$ cat config.mk
export PLATFORM = sky130hd
export DESIGN_NAME = enc_dec
export DESIGN_NICKNAME = d
export VERILOG_FILES = /design/src/rtl/enc_dec.sv
export SDC_FILE = /design/constraint.sdc
export NUM_CORES = 1
export LEC_CHECK = 0
export CORE_ASPECT_RATIO = 0.6
export CORE_MARGIN = 1
export CORE_UTILIZATION = 47
export CTS_BUF_LIST = sky130_fd_sc_hd__clkbuf_4
export CTS_CLUSTER_DIAMETER = 150
export CTS_CLUSTER_SIZE = 40
export DETAILED_ROUTE_END_ITERATION = 7
export MAX_ROUTING_LAYER = met4
export PLACE_DENSITY = 0.75
export REMOVE_ABC_BUFFERS = 1
export SLEW_MARGIN = 10
export SYNTH_ARGS = -nofsm -noshare
export SYNTH_HDL_FRONTEND = slang
export SYNTH_SLANG_ARGS = --single-unit
$ cat constraint.sdc
create_clock -name CLK -period 0.8 [get_ports CLK]
set_input_delay 0.16 -clock CLK [delete_from_list [all_inputs] [get_ports CLK]]
set_output_delay 0.16 -clock CLK [all_outputs]
set_load 0.05 [all_outputs]
$ cat src/rtl/enc_dec.sv
// Registered Caesar-cipher engine: one ASCII char per clock, one-cycle latency, no flow control.
// Lowercase rotation is compiled in only when LOWERCASE_EN is defined; otherwise lowercase passes through.
module enc_dec #(
    parameter int DATA_W = 8,
    parameter int KEY_W  = 3
) (
    input  logic              CLK,
    input  logic              RST,
    input  logic [DATA_W-1:0] inp,
    input  logic              select,
    input  logic [KEY_W-1:0]  key,
    output logic [DATA_W-1:0] out
);

    localparam logic [DATA_W-1:0] UP_A = DATA_W'(65);
    localparam logic [DATA_W-1:0] UP_Z = DATA_W'(90);

    // Six bits hold idx+key (<= 32) and idx+26-key without going negative.
    function automatic logic [4:0] rot(
        input logic [4:0]       idx,
        input logic             enc,
        input logic [KEY_W-1:0] k
    );
        logic [5:0] sum;
        if (enc)
            sum = {1'b0, idx} + 6'(k);
        else
            sum = {1'b0, idx} + 6'd26 - 6'(k);
        if (sum >= 6'd26)
            sum = sum - 6'd26;
        return sum[4:0];
    endfunction

    logic              is_upper;
    logic [4:0]        idx_upper;
    logic [DATA_W-1:0] nxt;

`ifdef LOWERCASE_EN
    localparam logic [DATA_W-1:0] LO_A = DATA_W'(97);
    localparam logic [DATA_W-1:0] LO_Z = DATA_W'(122);

    logic              is_lower;
    logic [4:0]        idx_lower;
`endif

    always_comb begin
        is_upper  = (inp >= UP_A) && (inp <= UP_Z);
        idx_upper = 5'(inp - UP_A);
        nxt       = inp;
        if (is_upper)
            nxt = UP_A + DATA_W'(rot(idx_upper, select, key));
`ifdef LOWERCASE_EN
        is_lower  = (inp >= LO_A) && (inp <= LO_Z);
        idx_lower = 5'(inp - LO_A);
        if (is_lower)
            nxt = LO_A + DATA_W'(rot(idx_lower, select, key));
`endif
    end

    always_ff @(posedge CLK or posedge RST) begin
        if (RST)
            out <= '0;
        else
            out <= nxt;
    end

endmodule

==> flow_results.org, run 1 <==
** Status
- Outcome :: did not finish
- It got as far as 5_1_grt and failed there.
- The first error in the log reads "[ERROR DPL-0038] Utilization greater than 100%, impossible to legalize".

** Logic synthesis
- Number of warnings reported in the yosys synthesis log :: 0
- Syn Area/Cell :: 8.24 sq um
- Count of different cell masters after synthesis :: 45
- Part of the Yosys area used for sequential elements :: 19.3%
- For this run, asynchronously set or reset flops after synthesis account for 100%.
- EDFF count, synth :: 0
- Post-synth top flop :: sky130_fd_sc_hd__dfrtp_1
- Synthesized instance count :: 126
- Total standard cell area after synthesis :: 1040 sq um
- Number of synthesized register bits :: 8

** Clocking
- TritonCTS created 3 clock buffers.
- Total number of H-tree levels :: 1
- Clock buffer depth :: 2
- Master cell of the clock root buffer :: sky130_fd_sc_hd__clkbuf_4
- Counting every sink on the clock net gives 8.

** Die
- Once the floorplan was initialized, standard cells occupied 52.8% of the core.
- From bottom edge to top edge, the die measures 38.4 microns.
- After floorplanning, the core was divided into 12 placement rows.
- The die is 62.7 microns wide.
- I/O pin total :: 22

** Place
- At the end of routability-driven placement, the weighted congestion stood at 0.858.
- Detailed placement HPWL :: 2.87 mm
- Post-Place Setup Slack :: -3.01 ns
- In this run the tool buffered the top-level ports with 21 buffer cells.

** Timing
- After the last repair the worst path ends at a register input.
- Crit. endpoint post-GRT repair :: out[3]$_DFF_PP0_/D

** Global route
- Pin count of the biggest net entering global routing :: 9
## Yosys cell counts, drive strengths merged (2+ instances only)
cell	count	area (sq um)
xor2	2	17.5
nor4	2	12.5
mux2i	3	30.0
or3	3	23.8
nand2	9	33.8
fa	2	40.0
nor2	12	47.6
dfrtp	8	200
o21ai	8	43.8
clkbuf	4	15.0
nor2b	3	21.3
inv	14	52.6
a211oi	2	20.0
o21bai	2	15.0
nand3	3	15.0
ha	15	188
xnor2	3	26.3
o31a	2	17.5
a22oi	2	15.0
a21oi	7	46.3
nor3b	2	15.0
o21ba	2	20.0
## per-stage QoR
step / setup TNS [ns] / hold slack, ns / util, % / area [sq um] / instances
after detailed placement: -15.78 / 0.461 / 80.8 / 1590 / 203
after floorplan: -11.49 / -0.0243 / - / 1020 / 122
after CTS: -12.50 / 0.171 / 89.6 / 1760 / 212
after global placement: -14.78 / 0.422 / 80.8 / 1590 / 203
## cell families after synthesis
kind of cell | count (synthesis) | share of synthesized area (%)
simple gates | 41 | 21.1
compound gates | 34 | 24.1
buf+inv | 18 | 6.51
fa+ha+maj | 17 | 21.9
flops | 8 | 19.3
xor+xnor | 5 | 4.22
mux | 3 | 2.89
## what timing repair did
| action | 4_1_cts |
|---|---|
| endpoints found under the setup margin | 14 |
| gates resized for setup | 44 |
| setup buffers | 6 |
| hold buffers | 0 |
| hold endpoints to repair | 0 |
| pin swaps | 17 |
==> inputs of run 2 (changes only) <==
==> config.mk (replaced) <==
export PLATFORM = sky130hd
export DESIGN_NAME = enc_dec
export DESIGN_NICKNAME = d
export VERILOG_FILES = /design/src/rtl/enc_dec.sv
export SDC_FILE = /design/constraint.sdc
export NUM_CORES = 1
export LEC_CHECK = 0
export CORE_AREA = 2 2 63 65
export DETAILED_ROUTE_END_ITERATION = 7
export DIE_AREA = 0 0 65 67
export PLACE_DENSITY_LB_ADDON = 0.15
export REMOVE_ABC_BUFFERS = 1
export SLEW_MARGIN = 10
export SYNTH_ARGS = -nofsm -noshare
export SYNTH_HDL_FRONTEND = slang
export SYNTH_SLANG_ARGS = --single-unit
==> constraint.sdc (replaced) <==
create_clock -name CLK -period 1 [get_ports CLK]
set_input_delay 0.2 -clock CLK [delete_from_list [all_inputs] [get_ports CLK]]
set_output_delay 0.2 -clock CLK [all_outputs]
set_load 0.05 [all_outputs]
==> flow_results.org, run 2 <==
** Timing
- After layout, the worst path uses 295% of the clock period.
- For this run, the top clock speed supported by timing is 339 MHz.
- Total setup violations reported at the end of the flow :: 6
- Final Hold Fails :: 0
- Setup repair after global routing missed its margin :: yes
- Final max-slew violation count :: 0
- In the final timing run, aggregate negative setup slack is -9.68 ns.
- Final worst slack :: -1.95 ns
- Pin slew with the least headroom to its limit :: 0.476 ns
- Worst-case headroom to the max-slew limit :: 68.1%
- Shortest period the worst path allows :: 2.95 ns

** Power and ir drop
- Dividing total power by cell area gives a power density of 1180 nW/um^2.
- Power consumption :: 2.47 mW
- Leak Pwr :: 0.917 nW
- Flop pwr share :: 15.1%
- The share of total power dissipated in combinational logic is 69.0%.
- Net switching is 39.1% of the power.
- The internal power of the cells totals 1.50 mW.
- Largest voltage drop on the vdd net :: 0.487 mV
- The clock network is responsible for 15.9% of the overall power.
- NetSw :: 0.966 mW

** Clocking
- The number of buffers added to fix hold violations after cts is 0 (unchanged).
- Clock buffers created by TritonCTS :: 3 (unchanged)
- Count of clock tree sinks :: 8 (unchanged)
- Clock buffer depth :: 2 (unchanged)
- Master cell of the clock root buffer :: sky130_fd_sc_hd__clkbuf_8
- CTS tree :: done
- Clk slew on worst S/H paths :: 0.04 ns
- Total number of H-tree levels :: 1 (unchanged)

** Detailed routing
- Drt first pass iters :: 4
- The final layout contains routed wiring with a total length of 3.36 mm.
- Via-to-Cell Ratio :: 4.83
- Number of remaining DRC errors :: 0
- The detailed router placed 1169 vias in this run.
- Number of nets still failing antenna checks after routing :: 0
- In the final routed layout, each cell accounts on average for 13.9 microns.
- Detailed router's first-iteration violation count :: 27

** Place
- The final weighted congestion of routability-driven global placement is 0.783 (-8.7%).
- Total of buffers placed on input and output ports :: 21 (unchanged)
- Cell area after placement :: 1640 sq um (+3.5%)
- The detailed placer's ending HPWL was 2.34 mm (-18%).

** Finish
- The number of antenna diodes in the final layout is 0.
- Number of filler instances in the final layout :: 323
- Ranked by flip-flop count, first place goes to out.
- For this run, the post-layout net count is 227.
- With fillers left out, the area of the finished cells amounts to 2090 sq um.
- The library cell used most frequently in the layout, excluding fill and tap cells, is sky130_fd_sc_hd__buf_4.
- Compared with the post-synthesis result, the final layout area differs by 101%.
- Largest registers :: out (8)
- The register with the most flip-flops in the layout has 8 of them.
- The post-route netlist has 59.3% of its cells at a drive strength greater than 1.
- The top cell types in the final layout, fill and taps aside, are 41 x sky130_fd_sc_hd__buf_4, 9 x sky130_fd_sc_hd__nor2_1, 8 x sky130_fd_sc_hd__inv_1, 8 x sky130_fd_sc_hd__dfrtp_1, 8 x sky130_fd_sc_hd__buf_12.

** Logic synthesis
- Most numerous cell types in the synthesized netlist :: 15 x sky130_fd_sc_hd__ha_1, 14 x sky130_fd_sc_hd__inv_1, 11 x sky130_fd_sc_hd__nor2_1
- The mean area per synthesized cell came to 8.24 sq um (unchanged).
- The share of flip-flops with an asynchronous set or reset is 100% (unchanged).
- Part of the Yosys area used for sequential elements :: 19.3% (unchanged)
- Total standard cell area after synthesis :: 1040 sq um (unchanged)
- Summed over all instances, the cell type with the most area after synthesis is sky130_fd_sc_hd__dfrtp_1.
- The total of warnings raised by yosys came to 0 (unchanged).
- The most used flip-flop cell after synthesis is sky130_fd_sc_hd__dfrtp_1.
- The register bit count reported by yosys was 8 (unchanged).
- Dominant cells by area after synthesis :: sky130_fd_sc_hd__dfrtp_1 19%, sky130_fd_sc_hd__ha_1 18%, sky130_fd_sc_hd__inv_1 5.1%
- The number of flops mapped to enable cells by yosys is 0 (unchanged).
- Cell with the most instances after synthesis :: sky130_fd_sc_hd__ha_1
- Count of different cell masters after synthesis :: 45 (unchanged)
- The count of mapped cells out of synthesis was 126 (unchanged).
- The share of Yosys cell area claimed by the top area cell type was 19.3% (unchanged).

** Worst setup path
- Biggest fanout along the worst timing path :: 7
- The critical path in this run is classified as primary input to flip-flop.
- By instance count, the cell type seen most on the critical path is sky130_fd_sc_hd__ha_4.
- Critical path cell sequence :: buf_8, inv_6, ha_4, xor2_4, ha_4, inv_1, ha_2, a211oi_4, nand2_1, a21oi_2, or3_4, a21oi_4, buf_4, buf_6, or4_4, a211o_1, nand3_2
- Delay of the slowest cell on the worst path :: 0.43 ns
- Data required time of the critical path :: 1.17 ns
- STA classifies the critical path startpoint as a primary input.
- Number of buffer and inverter stages on the critical path :: 5
- Crit path arrival time :: 3.11 ns
- Setup crit end kind :: flip-flop
- Top delay family on crit path :: compound AO/OA/AOI/OAI gates
- CP max-delay cell :: sky130_fd_sc_hd__or4_4

** Global route
- After global routing the overflow that remains totals 0.
- First-pass GRT wire length :: 5.42 mm
- Entering global routing, the biggest net connects 9 pins.
- Via count of the first global-routing pass :: 1225
- Total routing resource utilization after global routing :: 16.2%
- Initial antenna violation count :: 0

** Die
- The initial standard-cell utilization of the core came to 28.8% (-24 points).
- Die area :: 4360 sq um
- The number of ports placed on the die boundary was 22 (unchanged).
- Core box area :: 3610 sq um
- Die H :: 67 microns (+74%)
- The number of placement rows was 22 (+10).
- Die X :: 65 microns (+3.7%)

** Worst hold path
- Worst min-delay path category :: primary input to asynchronous set/reset pin

** Status
- The checks that failed: setup timing.
- The run finished, with violations left.

** Job
- Max-cap violations in this run came to 0.
run 2: cell type report:
cell class                 count  area (sq um)  area share (%)
inverter                      14          65.1            3.12
tap                           48          60.1            2.88
clock buffer                   3          41.3            1.98
timing repair buffer          69           683            32.7
sequential                     8           200            9.59
multi-input combinational    100          1040            49.7
run 2: power by group through the flow:
stage | clock network [mW] | registers (mW) | logic (mW)
after global placement | 0 | 0.378 | 1.25
after detailed placement | 0 | 0.378 | 1.26
final | 0.391 | 0.373 | 1.70
after CTS | 0.395 | 0.374 | 1.47
after floorplan | 0 | 0.460 | 0.644
after global routing | 0.420 | 0.377 | 1.86
run 2: cells by family (layout without fill, tap and decap cells):
family                     after synthesis  after routing  share of synthesized area (%)
AOI/OAI and AO/OA                       34             34                           24.1
xor gates and xnor gates                 5              5                           4.22
adders and majority gates               17             17                           21.9
buffers and inverters                   18             86                           6.51
DFF                                      8              8                           19.3
muxes                                    3              3                           2.89
and+or+nand+nor                         41             41                           21.1
run 2: worst paths after layout:
| check | startpoint | depth (start not counted) | slack, ns | end |
|---|---|---|---|---|
| max | inp[1] | 17 | -1.95 | out[3] |
| min in group CLK | inp[0] | 4 | 0.31 | out[0] |
| max in group asynchronous | RST | 2 | 0.56 | out[0] |
| min | RST | 2 | 0.21 | out[2] |
run 2: repair_timing:
action / in CTS / in global routing
pin swaps: 25 / 25
buffers inserted: 9 / 4
setup endpoints to repair: 6 / 7
gates resized for setup: 65 / 26
run 2: per-stage QoR:
step	std cells	setup WS, ns	util (%)	hold slack [ns]
after global routing	242	-2.16	57.9	0.253
final	242	-1.95	57.9	0.213
after floorplan	122	-2.19	-	0.0157
after CTS	238	-2.08	53.2	0.225
after detailed placement	227	-2.80	45.6	0.462
after global placement	227	-2.71	45.6	0.468
run 2: metal layers:
layer	track usage (%)	vias up	part of all wire (%)	wire, microns
met4	5.59	0	3.1	104
met5	0	-	0	0
li1	-	579	-	-
met2	34.0	24	56	1890
met1	15.8	557	38	1280
met3	2.36	9	2.7	92
No activity file was read; power rests on OpenSTA's default activity.
==> variant 1: new RTL, settings of run 2 <==
Change the parameter `DATA_W` from 8 to 7.
--- a/src/rtl/enc_dec.sv
+++ b/src/rtl/enc_dec.sv
@@ -3,3 +3,3 @@
 module enc_dec #(
-    parameter int DATA_W = 8,
+    parameter int DATA_W = 7,
     parameter int KEY_W  = 3
Ports: changed (resized inp and out); port bits go from 22 to 20. The function was not compared with the original's and may differ.
==> variant 1 against run 2 <==
  * The run still ends with setup timing left
  * Fmax about the same
  * Combinational power increased by 9%
  * Setup slack got worse by 0.0013 ns
  * Sequential cell count decreased by 1
  * Cell count increased by 3.3%
  * Final area decreased by 3.2%
  * Synthesized area increased by 3.5%
  * Count of clock-buffer cells in the layout increased by 1
  * Sequential share of layout area decreased by 0.92 points
  * Routed wire length decreased by 1.5%
  * First-iteration DRC count increased by 130%
  * Total power increased by 4.7%
  * Highest routed layer unchanged
==> variant 1: results (changes against run 2) <==
.. list-table::
   :header-rows: 1

   * - Metric
     - Value
   * - Critical-path maximum fanout
     - 3 (-4)
   * - Number of port buffers
     - 19 (-9.5%)
   * - # rows
     - 22 (unchanged)
   * - Layout clock buffers
     - 4 (+1)
   * - Ranking of synthesized cells by instance count
     - 16 x inv_1, 15 x ha_1, 12 x nor2_1
   * - Violations in the final reports
     - setup timing
   * - Initial DRC Count
     - 63 (+130%)
   * - Arrival time of data at the critical path endpoint
     - 3.09 ns (-0.02 ns)
   * - Metal1 wirelength
     - 1530 um (+20%)
   * - Wire length of the first global-routing pass
     - 5623 um (+3.7%)
   * - Dominant delay contributor by cell family on the critical path
     - adder cells
   * - Via/cell ratio
     - 4.728 (-2.1%)
   * - Slew @ Worst Pin
     - 0.4630 ns (-0.01267 ns)
   * - Worst hold slack
     - 0.2227 ns (+0.009733 ns)
   * - Sequential-to-total area share from yosys stat
     - 16.30% (-3.0 points)
   * - Met2 routed WL
     - 1662 um (-12%)
   * - Post-layout worst setup margin
     - -1.948 ns (-0.001350 ns)
   * - Library cell contributing the largest single delay on the critical path
     - fa_2
   * - Mean post-synth cell area
     - 8.268 sq um (+0.31%)
   * - Multi-input combinational gate total
     - 102 (+2.0%)
   * - Number of buffers inserted to repair setup after CTS
     - 13 (+4)
   * - Share of cell area taken by multi-input logic gates
     - 49.29% (-0.41 points)
   * - Post-placement setup slack
     - -2.960 ns (-0.1592 ns)
   * - Number of storage elements in the synthesis netlist
     - 7 (-1)
   * - Largest voltage drop on the vdd net
     - 661.0 uV (+36%)
   * - Result of the run
     - complete, but fails checks
   * - Antenna diode count
     - 0 (unchanged)
   * - Highest cell delay on the worst timing path
     - 0.36 ns (-0.07 ns)
   * - GRT Total Usage
     - 16.39% (+0.14 points)
   * - Non-Clock Inverter Count
     - 17 (+3)
   * - Fraction of final layout cells sized beyond drive strength 1
     - 54.46% (-4.8 points)
   * - Number of global-route vias before repair
     - 1,274 (+4.0%)
   * - Count of instances resized after the clock tree is built
     - 53 (-18%)
   * - Biggest regs
     - out: 7 flops
   * - Clock network contribution to total cell area
     - 2.229% (+0.25 points)
   * - Final setup fails
     - 6 (unchanged)
   * - Share of cell area taken by flip-flops and latches
     - 8.669% (-0.92 points)
   * - Final HPWL from detailed placement
     - 2412 um (+2.9%)
   * - Area of all placed cells without fillers
     - 2021 sq um (-3.2%)
   * - Leakage
     - 0.9160 nW (-0.11%)
   * - Average wire per cell in the routed design
     - 13.23 um (-4.7%)
   * - Met3 routed wirelength
     - 106 um (+15%)
   * - Weighted congestion at the end of routability-driven global placement
     - 0.7683 (-1.8%)
   * - Count of cell types in the netlist
     - 52 (+16%)
   * - Pin count of the biggest net entering global routing
     - 8 (-1)
   * - Cell Area, Synth
     - 1075 sq um (+3.5%)
   * - Vias post-DR
     - 1,182 (+1.1%)
   * - Number of fill cells
     - 320 (-0.93%)
   * - Non-clock buffer count in the final layout
     - 72 (+4.3%)
   * - # placed instances
     - 233 (+2.6%)
   * - Non-clk buf share
     - 33.06% (+0.33 points)
   * - Cell Area, Placed
     - 1662 sq um (+1.1%)
[variant 1: changes by cell type after synthesis, moves of 2 or more]
cell | run 2 | this run
nor3_1 | 1 | 6
clkbuf_1 | 4 | 1
buf_6 | 0 | 2
inv_1 | 14 | 16
mux2i_1 | 3 | 1
nand2_1 | 9 | 7
nand4_1 | 1 | 3
o21ai_0 | 6 | 4
o21ba_1 | 2 | 0
[variant 1: per-stage QoR]
step | power, mW | TNS [ns]
final | 2.584 | -9.466
after global routing | 2.792 | -10.12
after CTS | 2.438 | -9.994
after detailed placement | 1.814 | -14.77
after global placement | 1.794 | -14.45
after floorplan | 1.174 | -10.72
[variant 1: routing by layer]
metal  vias to the layer above  global-route usage [%]
li1                        604                       -
met1                       557                   20.63
met2                        19                   30.03
met3                         2                   3.209
met4                         0                   1.064
met5                         -                       0
[variant 1: worst max path at each step]
stage	slack, ns	cells after the start	end
2_1_floorplan	-2.34	17	out[2]
3_3_place_gp	-2.88	18	out[2]
3_5_place_dp	-2.96	18	out[2]
4_1_cts	-2.05	18	out[2]
5_1_grt	-2.05	18	out[2]
6_report	-1.95	18	out[2]
[variant 1: cell families (layout without fill, tap and decap cells)]
kind of cell | count (synthesis) | after routing | synth area share (%)
AOI/OAI and AO/OA | 35 | 35 | 26.78
xor gates and xnor gates | 5 | 5 | 4.074
adders and majority gates | 17 | 17 | 21.19
buffers and inverters | 21 | 93 | 9.080
DFF | 7 | 7 | 16.30
muxes | 2 | 2 | 1.979
and+or+nand+nor | 43 | 43 | 20.61
[variant 1: report_power, final]
part / internal, mW / switching, mW / leakage [nW]
registers: 0.318 / 0.0267 / 0.0818
logic: 0.944 / 0.907 / 0.811
clock network: 0.275 / 0.113 / 0.0228
total: 1.54 / 1.05 / 0.916
==> variant 2: new RTL, flow settings as in run 2 <==
Made on the original files. Make the reset (`RST`) synchronous in one clocked block.
--- a/src/rtl/enc_dec.sv
+++ b/src/rtl/enc_dec.sv
@@ -59,3 +59,3 @@
 
-    always_ff @(posedge CLK or posedge RST) begin
+    always_ff @(posedge CLK) begin
         if (RST)
Function: differs if RST is asserted again (counterexample within 4 cycles, from zero or initial values and one cycle with RST high); with RST held inactive, the same outputs for 10 cycles.
==> variant 2 against run 2 <==
  * The run still ends with setup timing left
  * Non-clock buffer count rose by 12
  * Sequential share of layout area fell by 2.1 points
  * Setup slack got worse by 0.21 ns
  * Total power fell by 3.0%
  * Sequential cell count did not move
  * Count of clock-buffer cells in the layout did not move
  * Final area rose by 2.0%
  * Highest routed layer unchanged
  * Synthesized area rose by 0.96%
  * Routed wire length rose by 1.8%
==> variant 2: results (changes against run 2) <==
.. list-table::
   :header-rows: 1

   * - Metric
     - Value
   * - Worst slew slack as a fraction of its limit
     - 61.33% (-6.7 points)
   * - Violations in the final reports
     - setup timing
   * - Clock Root Buffer
     - clkbuf_8
   * - Count of cell types in the netlist
     - 40 (-11%)
   * - Arrival time of data at the critical path endpoint
     - 3.31 ns (+0.20 ns)
   * - Adder-cell area share of the yosys netlist
     - 21.72% (-0.21 points)
   * - Non-clk buf share
     - 35.74% (+3.0 points)
   * - Number of global-route vias before repair
     - 1,376 (+12%)
   * - Pin count of the biggest net entering global routing
     - 7 (-2)
   * - Largest voltage drop on the vdd net
     - 411.7 uV (-15%)
   * - Wire length of the first global-routing pass
     - 6147 um (+13%)
   * - Number of fill cells
     - 312 (-3.4%)
   * - Final HPWL from detailed placement
     - 2702 um (+15%)
   * - FF/Latch Area
     - 160.2 sq um (-20%)
   * - Worst hold slack
     - 0.3829 ns (+0.1699 ns)
   * - Post-synthesis mux area share
     - 0.9547% (-1.9 points)
   * - Post-layout worst setup margin
     - -2.154 ns (-0.2073 ns)
   * - Fraction of final layout cells sized beyond drive strength 1
     - 56.94% (-2.3 points)
   * - Final layout net count
     - 249 (+9.7%)
   * - Mean post-synth cell area
     - 7.825 sq um (-5.1%)
   * - Non-clock buffer count in the final layout
     - 81 (+17%)
   * - Cell Area, Placed
     - 1774 sq um (+7.9%)
   * - Initial DRC Count
     - 41 (+52%)
   * - Ranking of synthesized cells by instance count
     - 15 x ha_1, 15 x inv_1, 13 x a21oi_1
   * - Weighted congestion at the end of routability-driven global placement
     - 0.8306 (+6.1%)
   * - Wirelength, routed
     - 3421 um (+1.8%)
   * - TNS Setup
     - -10.76 ns (-1.082 ns)
   * - Average wire per cell in the routed design
     - 12.96 um (-6.6%)
   * - Sequential-to-total area share from yosys stat
     - 15.27% (-4.0 points)
   * - Compound-Gate Fraction of Synth Area
     - 23.87% (-0.23 points)
   * - Synth-to-layout area growth
     - 103.0%
   * - Multi-input combinational gate total
     - 109 (+9.0%)
   * - Highest cell delay on the worst timing path
     - 0.57 ns (+0.14 ns)
   * - XOR/XNOR share of the synthesized area
     - 5.847% (+1.6 points)
   * - Final setup fails
     - 6 (unchanged)
   * - Clock network contribution to total cell area
     - 1.940% (-0.038 points)
   * - Leading cell types by total area after synthesis
     - ha_1 18%, dfxtp_1 15%, a21oi_1 6.2%, inv_1 5.4%, nand2_1 3.9%
   * - Most used flip-flop cell after synthesis
     - dfxtp_1
   * - Dominant delay contributor by cell family on the critical path
     - adder cells
   * - Share of cell area taken by multi-input logic gates
     - 48.85% (-0.85 points)
   * - Result of the run
     - complete, but fails checks
   * - Critical-path maximum fanout
     - 3 (-4)
[variant 2: cell count changes in the layout (fill, tap and decap cells not counted), sizes merged, moves of 4 or more]
cell / change
dfrtp: -8
dfxtp: +8
nand3b: +4
a21oi: +6
buf: +11
[variant 2: timing repair]
action | CTS | global route
hold buffers | 0 | 0
setup buffers | 7 | 2
pin swaps | 30 | 11
setup endpoints to repair | 6 | 6
gates resized for setup | 73 | 7
[variant 2: worst paths after layout]
path,cells past startpoint,to,start
worst min-delay path,4,out[1],inp[1]
worst max-delay path,17,out[5],inp[0]
[variant 2: per-layer routing]
metal | up-vias | wire (um) | GRT usage (%)
met4 | 0 | 59 | 5.851
li1 | 641 | - | -
met3 | 7 | 104 | 1.182
met2 | 32 | 1850 | 36.98
met1 | 604 | 1405 | 19.23
met5 | - | 0 | 0
[variant 2: power breakdown]
part           leakage (nW)  switching, mW  internal, mW  total (mW)
Clock                0.0216          0.120         0.260       0.380
Combinational         0.841          0.783         0.865        1.65
Sequential           0.0667         0.0198         0.346       0.365
